File: config.mk
export PLATFORM = sky130hd
export DESIGN_NAME = net_result_monitor
export DESIGN_NICKNAME = d
export VERILOG_FILES = /design/src/rtl/net_pkg.sv /design/src/rtl/net_blink_div.sv /design/src/rtl/net_result_monitor.sv
export SDC_FILE = /design/constraint.sdc
export NUM_CORES = 1
export LEC_CHECK = 0
export CAP_MARGIN = 10
export CORE_MARGIN = 10
export CORE_UTILIZATION = 50
export CTS_BUF_LIST = sky130_fd_sc_hd__clkbuf_8
export DETAILED_ROUTE_END_ITERATION = 12
export PLACE_DENSITY = 0.84
export SYNTH_ARGS = -nofsm -noshare
export SYNTH_HDL_FRONTEND = slang
export SYNTH_SLANG_ARGS = --single-unit
File: constraint.sdc
create_clock -name sys_clk -period 4 [get_ports sys_clk]
set_clock_uncertainty 0.1 [all_clocks]
set_input_delay 1 -clock sys_clk [delete_from_list [all_inputs] [get_ports sys_clk]]
set_output_delay 1 -clock sys_clk [all_outputs]
set_load 0.02 [all_outputs]
File: src/rtl/net_pkg.sv
// Shared types and constants for the Petri-net result monitor.
package net_pkg;

  localparam int unsigned LED_W      = 6;
  localparam int unsigned RESULT_MAX = 63;
  localparam int unsigned FIRE_ID_W  = 5;
  localparam int unsigned DATA_W     = 32;

  typedef enum logic [1:0] {
    ST_IDLE    = 2'd0,
    ST_RUN     = 2'd1,
    ST_DONE    = 2'd2,
    ST_TIMEOUT = 2'd3
  } state_e;

  // Clamp the output-place marking to what the LED bank can show.
  function automatic logic [LED_W-1:0] clamp_result(input logic [DATA_W-1:0] tokens);
    if (tokens > DATA_W'(RESULT_MAX)) begin
      return LED_W'(RESULT_MAX);
    end
    return tokens[LED_W-1:0];
  endfunction

  function automatic logic [DATA_W-1:0] sat_add(input logic [DATA_W-1:0] a,
                                                input logic [DATA_W-1:0] b);
    logic [DATA_W:0] sum;
    sum = {1'b0, a} + {1'b0, b};
    return sum[DATA_W] ? '1 : sum[DATA_W-1:0];
  endfunction

endpackage

File: src/rtl/net_blink_div.sv
// Free-running divider producing a one-cycle tick every DIV enabled cycles.
module net_blink_div #(
  parameter int unsigned DIV = 13500000
) (
  input  logic sys_clk,
  input  logic sys_rst_n,
  input  logic en,
  input  logic clr,
  output logic tick_c
);

  localparam int unsigned CNT_W = (DIV > 1) ? $clog2(DIV) : 1;
  localparam logic [CNT_W-1:0] CNT_LAST = CNT_W'(DIV - 1);

  logic [CNT_W-1:0] cnt_q, cnt_d;

  always_comb begin
    cnt_d  = cnt_q;
    tick_c = 1'b0;
    if (clr) begin
      cnt_d = '0;
    end else if (en) begin
      if (cnt_q == CNT_LAST) begin
        cnt_d  = '0;
        tick_c = 1'b1;
      end else begin
        cnt_d = cnt_q + CNT_W'(1);
      end
    end
  end

  always_ff @(posedge sys_clk or negedge sys_rst_n) begin
    if (!sys_rst_n) begin
      cnt_q <= '0;
    end else begin
      cnt_q <= cnt_d;
    end
  end

endmodule

File: src/rtl/net_result_monitor.sv
// Watches the net firing stream, declares quiescence or timeout, and shows
// the output-place marking on active-low LEDs.
module net_result_monitor
  import net_pkg::*;
#(
  parameter int unsigned QUIET_CYCLES = 4,
  parameter int unsigned MAX_CYCLES   = 1000000,
  parameter int unsigned BLINK_DIV    = 13500000
) (
  input  logic                 sys_clk,
  input  logic                 sys_rst_n,
  input  logic                 start,
  input  logic [FIRE_ID_W-1:0] fire_id,
  input  logic [DATA_W-1:0]    fire_count,
  input  logic [DATA_W-1:0]    out_tokens,
  output logic [LED_W-1:0]     led,
  output logic                 done,
  output logic                 timeout,
  output logic [DATA_W-1:0]    cycle_cnt,
  output logic [DATA_W-1:0]    fire_total
);

  localparam int unsigned QW = $clog2(QUIET_CYCLES + 1);
  localparam logic [QW-1:0]     QUIET_LAST = QW'(QUIET_CYCLES - 1);
  localparam logic [DATA_W-1:0] CYCLE_LAST = DATA_W'(MAX_CYCLES - 1);

  state_e             state_q, state_d;
  logic [LED_W-1:0]   led_q, led_d;
  logic               done_q, done_d;
  logic               timeout_q, timeout_d;
  logic [DATA_W-1:0]  cycle_cnt_q, cycle_cnt_d;
  logic [DATA_W-1:0]  fire_total_q, fire_total_d;
  logic [QW-1:0]      quiet_cnt_q, quiet_cnt_d;
  logic [LED_W-1:0]   result_q, result_d;
  logic               blink_tick_c;

  net_blink_div #(
    .DIV (BLINK_DIV)
  ) u_blink (
    .sys_clk   (sys_clk),
    .sys_rst_n (sys_rst_n),
    .en        (state_q == ST_TIMEOUT),
    .clr       (start),
    .tick_c    (blink_tick_c)
  );

  always_comb begin
    state_d      = state_q;
    cycle_cnt_d  = cycle_cnt_q;
    fire_total_d = fire_total_q;
    quiet_cnt_d  = quiet_cnt_q;
    result_d     = result_q;
    led_d        = led_q;

    if (state_q == ST_RUN) begin
      if (cycle_cnt_q != '1) begin
        cycle_cnt_d = cycle_cnt_q + DATA_W'(1);
      end
      if (fire_id != '0) begin
        fire_total_d = sat_add(fire_total_q, fire_count);
        quiet_cnt_d  = '0;
      end else begin
        quiet_cnt_d  = quiet_cnt_q + QW'(1);
      end
      // Quiescence has priority over the cycle budget.
      if ((fire_id == '0) && (quiet_cnt_q == QUIET_LAST)) begin
        state_d  = ST_DONE;
        result_d = clamp_result(out_tokens);
      end else if (cycle_cnt_q == CYCLE_LAST) begin
        state_d = ST_TIMEOUT;
      end
    end

    // A start pulse always wins: fresh run, no quiescence/timeout decision.
    if (start) begin
      state_d      = ST_RUN;
      cycle_cnt_d  = '0;
      fire_total_d = '0;
      quiet_cnt_d  = '0;
      result_d     = result_q;
    end

    case (state_d)
      ST_IDLE:    led_d = '1;
      ST_RUN:     led_d = ~out_tokens[LED_W-1:0];
      ST_DONE:    led_d = ~result_d;
      ST_TIMEOUT: begin
        if (state_q != ST_TIMEOUT) begin
          led_d = '0;
        end else if (blink_tick_c) begin
          led_d = ~led_q;
        end
      end
      default:    led_d = '1;
    endcase

    done_d    = (state_d == ST_DONE);
    timeout_d = (state_d == ST_TIMEOUT);
  end

  always_ff @(posedge sys_clk or negedge sys_rst_n) begin
    if (!sys_rst_n) begin
      state_q      <= ST_IDLE;
      led_q        <= '1;
      done_q       <= 1'b0;
      timeout_q    <= 1'b0;
      cycle_cnt_q  <= '0;
      fire_total_q <= '0;
      quiet_cnt_q  <= '0;
      result_q     <= '0;
    end else begin
      state_q      <= state_d;
      led_q        <= led_d;
      done_q       <= done_d;
      timeout_q    <= timeout_d;
      cycle_cnt_q  <= cycle_cnt_d;
      fire_total_q <= fire_total_d;
      quiet_cnt_q  <= quiet_cnt_d;
      result_q     <= result_d;
    end
  end

  assign led        = led_q;
  assign done       = done_q;
  assign timeout    = timeout_q;
  assign cycle_cnt  = cycle_cnt_q;
  assign fire_total = fire_total_q;

endmodule

==> impl_results.md, run 1 <==
* Non-Filler Instances at between 1000 and 1500
* Worst Path Required at 4190 ps
* Antenna cells at 0
* Critical path endpoint: fire_total[6]$_DFFE_PN0P_
* Critical Path Start Type: primary input
* Final ANT Viol Nets at 0
* Final Hold Fails at 0
* Vias in the first global route at approximately 6300
* Final min period at 3600 ps
* CTS Root Cell: clkbuf_8
* Mapped Cells at around 800
* Synth Area in Adders at under 10%
* Ys Warns at 0
* Die Wd at roughly 140 microns
* Wire per inst at 17.3 microns
* Worst-Skew Late Latency at roughly 400 ps
* CP Data Arrival Time at roughly 3800 ps
* Final wirelength at between 15 and 20 mm
* Main combinational cell family by area after synthesis: simple AND/OR/NAND/NOR gates
* CP Class: in2reg
* Drt pass-1 iters at 5
* XOR/XNOR Fraction of Synth Area at just under 8%
* Design Area, Final at approximately 8700 sq um
* Reg2reg path depth at 11
* Internal reg-to-reg setup slack at between 900 and 1000 ps
* RSZ-0062 raised after global routing: no
* Worst-Margin Slew at ~950 ps
* Multiplexer share of the synthesized area at 0.290%
* H-tree depth at 3
* Core Region at between 10000 and 15000 sq um
* Hold Slack at between 300 and 400 ps
* Worst-path clk slew at 110 ps
* Initial antenna violation count at 0
* Sequential-to-total area share from yosys stat at between 30% and 40%
* Max Root-Sink Buffers at 2
* Synth area leader: dfrtp_1
* CTS Sinks at 107
* Netlist area before placement at 6900 sq um
* CP peak stage delay at between 400 and 500 ps
* CTS tree: yes
* #FFs+latches synth at 107
* Initial DRC Count at between 500 and 600
* Postcts setup bufs at 0
* GRT Util Overall at about a fifth
* Crit. End Element: flop
* Final Max Tran Viols at 0
* Outcome: complete, no violations
* Synth top area share at roughly 37%
* PostCTS Resize Cnt at 0
* Max-cap violations at 0
* Crit path max fanout at 13
* Cell Chain, Critical Path: clkdlybuf4s50_1, ha_1, fa_1, a211oi_1, o21bai_1, o2111ai_1, o211ai_1, o21ai_1, nand2_1, buf_4, o21ai_0, nand2_1
* Fillers at 1130
* Fmax achieved at 278 MHz
* Largest net degree at the start of global routing at between 70 and 80
* Leakage power at ~3.7 nW
* Chip height at 137 microns
* Placed cells at 1111
* Nets at roughly 1100
* VDD IR max at ~0.36 mV
* Most common cell after layout, fill and taps aside: clkdlybuf4s50_1
* Post-synthesis cell type count at a little under 70
* Hpwl dp at between 10 and 15 mm
* Final period util at about nine tenths
* Slowest CP cell: fa_1
* Mean Syn Cell Area at about 8.5 sq um
* Initial Utilization at between 50 and 60%
* Top cells by area, synth: dfrtp_1 (37%), ha_1 (6.5%), nand2_1 (5.4%)
* Post-Syn Nets at roughly 920
* Commonest register cell after synthesis: dfrtp_1
* Share of cells above drive strength 1 at between 4 and 5%
* Cell Pwr Density at approximately 500 nW/um^2
* Tightest Hold Check Type: reg2reg
* Ys async rst share at between 90% and 100%
* Final Util at about 65%
* Commonest cells after routing, fill and taps aside: clkdlybuf4s50_1 (141), dfrtp_1 (101), nand2_1 (99), nor2_1 (95), o21ai_0 (74)
* Most common cell on crit path: nand2_1
* Critical hold path startpoint: quiet_cnt_q[2]$_DFFE_PN0P_
* Die ar. at about 19000 sq um
* Cts hold-fix bufs at 0
* Setup crit start: fire_count[0]
* Post-synthesis simple-gate area fraction at roughly a quarter
* First-pass GRT wire length at 31.8 mm
* Area grow syn2layout at 26.2%
* Worst flop-to-flop path startpoint: fire_total[0]$_DFFE_PN0P_
* Row Count at 42
* Vias at 6551
* Final setup fails at 0
* Complex-gate fraction of the synthesized area at about a fifth
* Area after DPL at around 8500 sq um
* Drt drc at 0
* CTS Buf Count at 9
* Setup TNS at 0 ps
* Post-synth EDFFs at 0
* Gpl congestion at about 0.90
* Reg2Reg Capture Point: fire_total[6]$_DFFE_PN0P_
* Max-slew headroom at a little over a third
* I/O pin total at 144
* I/O Buffers at 143
* Grt ovf at 0
* Via-per-instance ratio at just under 6
[per-layer routing]
layer | global-route usage (%) | share of wire (%) | vias up
met5 | 0 | 0 | -
met4 | 7.03 | 2.0 | 0
met3 | 4.70 | 5.6 | 23
met2 | 32.9 | 49 | 189
met1 | 27.0 | 43 | 3138
li1 | - | - | 3201
[power by group]
group          leakage [nW]  switching [W]  internal (W)  total, W
clock network        0.0967       0.000412      0.000296  0.000708
registers              1.42       0.000153       0.00124   0.00139
logic                  2.16        0.00127       0.00103   0.00230
total                  3.68        0.00183       0.00256   0.00439
[cell usage after synthesis, types with 7 or more instances]
master / instances
or3_1: 14
xnor2_1: 30
a31oi_1: 19
a21oi_1: 54
xor2_1: 31
ha_1: 36
a21o_1: 17
nand3_1: 25
o21ai_0: 74
nand2_1: 99
nor2_1: 95
nor4_1: 14
o22ai_1: 7
dfrtp_1: 101
nor3_1: 12
nand4_1: 23
and3_1: 13
inv_1: 21
clkbuf_1: 22
and2_1: 7
[worst max-delay path, delay by kind of cell]
kind,cells,cell delay [ps]
adders and majority gates,2,670
and+or+nand+nor,2,330
AOI/OAI and AO/OA,6,1140
buffers and inverters,2,660
[per-stage QoR]
stage               total power, W  worst slack (ps)
global placement           0.00365              88.9
CTS                        0.00440               393
detailed placement         0.00368             -34.6
global route               0.00470               173
finish                     0.00439               397
floorplan                  0.00289               751
[state kept, by name, indices dropped and copies added, names as in the netlist]
register / cells
led: 6
fire_total: 32
cycle_cnt: 32
done: 1
timeout: 1
u_blink.cnt_q: 24
result_q: 6
state_q: 2
quiet_cnt_q: 3
[kinds of logic (layout without fill, tap and decap cells)]
family          after synthesis  after routing
simple gates                334            334
compound gates              220            220
flops                       107            107
xor+xnor                     61             61
buf+inv                      51            190
fa+ha+maj                    37             37
mux                           2              2
[how the worst min path moves through the flow]
stage | end | slack (ps) | cells past startpoint
after floorplan | quiet_cnt_q[2]$_DFFE_PN0P_ | 350 | 2
after global placement | quiet_cnt_q[2]$_DFFE_PN0P_ | 370 | 2
after detailed placement | quiet_cnt_q[2]$_DFFE_PN0P_ | 370 | 2
after CTS | quiet_cnt_q[2]$_DFFE_PN0P_ | 400 | 2
after global routing | quiet_cnt_q[2]$_DFFE_PN0P_ | 420 | 2
final | quiet_cnt_q[2]$_DFFE_PN0P_ | 390 | 2
[cell type report]
| type | instances | area (sq um) | share of cell area, % |
|---|---|---|---|
| Sequential cell | 107 | 2690 | 30.8 |
| Clock inverter | 7 | 78.8 | 0.905 |
| Inverter | 21 | 78.8 | 0.905 |
| Multi-Input combinational cell | 654 | 4010 | 46.0 |
| Clock buffer | 9 | 124 | 1.42 |
| Timing Repair Buffer | 153 | 1510 | 17.4 |
| Tap cell | 176 | 220 | 2.53 |
Note: power is estimated with default switching activity, not from simulation.
==> inputs of run 2 (changes only) <==
--- a/config.mk
+++ b/config.mk
@@ -8,7 +8,6 @@
 export CAP_MARGIN = 10
 export CORE_MARGIN = 10
 export CORE_UTILIZATION = 50
-export CTS_BUF_LIST = sky130_fd_sc_hd__clkbuf_8
 export DETAILED_ROUTE_END_ITERATION = 12
 export PLACE_DENSITY = 0.84
 export SYNTH_ARGS = -nofsm -noshare
==> run 2 against run 1 <==
Global-route usage increased by 0.30 points. Via count grew 0.21%. Worst setup slack got worse by 51 ps. Largest cell class unchanged. Largest power group unchanged. Critical endpoint unchanged.
==> impl_results.md, run 2 (synthesis results as in run 1) <==
* Final ANT Viol Nets at 0 (unchanged)
* Final setup fails at 0 (unchanged)
* Met1 Resource Use GR at 26.7% (-0.28 points)
* Postcts setup bufs at 0 (unchanged)
* Tightest Hold Check Type: reg2reg
* Worst-Margin Slew at 1010 ps (+52.8 ps)
* Hpwl dp at 14.6 mm (unchanged)
* Crit. End Element: flop
* Vias in the first global route at 6405 (+2.3%)
* CP Class: in2reg
* Outcome: complete, no violations
* RSZ-0062 raised after global routing: no
* GRT Util Overall at 20.9% (+0.30 points)
* Max Root-Sink Buffers at 2 (unchanged)
* Fmax achieved at 274 MHz (-1.4%)
* CTS tree: yes
* CTS Buf Count at 9 (unchanged)
* Initial DRC Count at 491 (-2.6%)
* Hold Slack at 381 ps (-7.81 ps)
* Via-per-instance ratio at 5.83 (+0.21%)
* Area grow syn2layout at 27.7%
* Critical Path Start Type: primary input
* Slowest CP cell: fa_1
* H-tree depth at 3 (unchanged)
* Wire per inst at 17.5 microns (+1.3%)
* PostCTS Resize Cnt at 0 (unchanged)
* CTS Root Cell: clkbuf_16
* Worst-path clk slew at 70 ps (-40 ps)
* Drt drc at 0 (unchanged)
* I/O pin total at 144 (unchanged)
* Top Usage Layer GRT: met2
* Antenna cells at 0 (unchanged)
* Initial Utilization at 51.5% (unchanged)
* Worst Path Required at 4140 ps (-50 ps)
* I/O Buffers at 143 (unchanged)
* Worst-Skew Late Latency at 360 ps (-40 ps)
* Leakage power at 3.72 nW (+1.1%)
* CP peak stage delay at 430 ps (about the same)
* Cell Chain, Critical Path: clkdlybuf4s50_1, ha_1, fa_1, a211oi_1, o21bai_1, o2111ai_1, o211ai_1, o21ai_1, nand2_1, buf_4, o21ai_0, nand2_1
* Cell Pwr Density at 524 nW/um^2 (+3.8%)
* Drt pass-1 iters at 5 (unchanged)
* Row Count at 42 (unchanged)
* Vias at 6565 (+0.21%)
* Design Area, Final at 8810 sq um (+1.2%)
* Final period util at 91.4% (+1.3 points)
* CP Data Arrival Time at 3800 ps (about the same)
* Chip height at 137 microns (unchanged)
* Final wirelength at 19.7 mm (+1.3%)
* VDD IR max at 0.371 mV (+1.9%)
* Final Hold Fails at 0 (unchanged)
* Core Region at 13400 sq um (unchanged)
* Gpl congestion at 0.896 (unchanged)
* Die ar. at 18900 sq um (unchanged)
* Nets at 1055 (unchanged)
* Commonest cells after routing, fill and taps aside: clkdlybuf4s50_1 (141), dfrtp_1 (101), nand2_1 (99), nor2_1 (95), o21ai_0 (74)
* Crit path max fanout at 13 (unchanged)
* First-pass GRT wire length at 32.3 mm (+1.5%)
* Met2 Use GR at 33.7% (+0.82 points)
* Initial antenna violation count at 0 (unchanged)
* CTS Sinks at 107 (unchanged)
* Max-slew headroom at 33.0% (-3.5 points)
* Final min period at 3650 ps (+51.2 ps)
* Most common cell after layout, fill and taps aside: clkdlybuf4s50_1
* Area after DPL at 8500 sq um (unchanged)
* Final Max Tran Viols at 0 (unchanged)
* Global routing usage on met3 at 4.66% (-0.036 points)
* Grt ovf at 0 (unchanged)
* Cts hold-fix bufs at 0 (unchanged)
* Largest net degree at the start of global routing at 79 (unchanged)
* Max-cap violations at 0 (unchanged)
* Die Wd at 137 microns (unchanged)
* Most common cell on crit path: nand2_1
* Share of cells above drive strength 1 at 4.84% (unchanged)
[run 2: changes by cell type in the layout (fill, tap and decap cells not counted)]
cell,delta
clkbuf_1,+1
clkbuf_16,+9
clkbuf_8,-9
inv_1,-1
[run 2: metrics by stage]
stage / utilization (%) / total power, W / setup slack, ps / TNS, ps / instances
detailed placement: 63.4 / 0.00368 / -34.6 / -88.9 / 1111
CTS: 65.7 / 0.00462 / 338 / 0 / 1127
global placement: 63.4 / 0.00365 / 88.9 / 0 / 1111
floorplan: - / 0.00289 / 751 / 0 / 812
finish: 65.7 / 0.00461 / 346 / 0 / 1127
global route: 65.7 / 0.00493 / 114 / 0 / 1127
[run 2: final timing paths]
check	startpoint	endpoint	slack, ps	cells after the start
setup reg to reg	fire_total[0]$_DFFE_PN0P_	fire_total[6]$_DFFE_PN0P_	990	11
max in group asynchronous	sys_rst_n	fire_total[9]$_DFFE_PN0P_	2570	2
hold reg to reg	quiet_cnt_q[2]$_DFFE_PN0P_	quiet_cnt_q[2]$_DFFE_PN0P_	380	2
hold / removal	quiet_cnt_q[2]$_DFFE_PN0P_	quiet_cnt_q[2]$_DFFE_PN0P_	380	2
min in group asynchronous	sys_rst_n	u_blink.cnt_q[21]$_DFFE_PN0P_	480	1
setup / recovery	fire_count[0]	fire_total[6]$_DFFE_PN0P_	350	12
[run 2: area by class of cell]
cell class              count  area, sq um
clock inverters             6         75.1
repair buffers            153         1510
inverters                  21         78.8
clock buffers              10          229
flip-flops and latches    107         2690
well taps                 176          220
multi-input cells         654         4010
fillers                  1112         4590
[run 2: metal layers]
layer	up-vias	part of all wire, %
met4	0	2.4
met1	3142	43
li1	3202	-
met5	-	0
met2	191	49
met3	30	5.8
[run 2: critical path, delay by kind of cell]
family | cells | cell delay, ps
AO/OA/AOI/OAI | 6 | 1140
adder cells (fa/ha/maj) | 2 | 670
buffers and inverters | 2 | 660
AND/OR/NAND/NOR | 2 | 330
[run 2: report_power, final]
part | internal [W] | leakage [nW] | switching, W
sequential | 0.00124 | 1.42 | 0.000153
combinational | 0.00103 | 2.16 | 0.00127
clock | 0.000495 | 0.139 | 0.000432
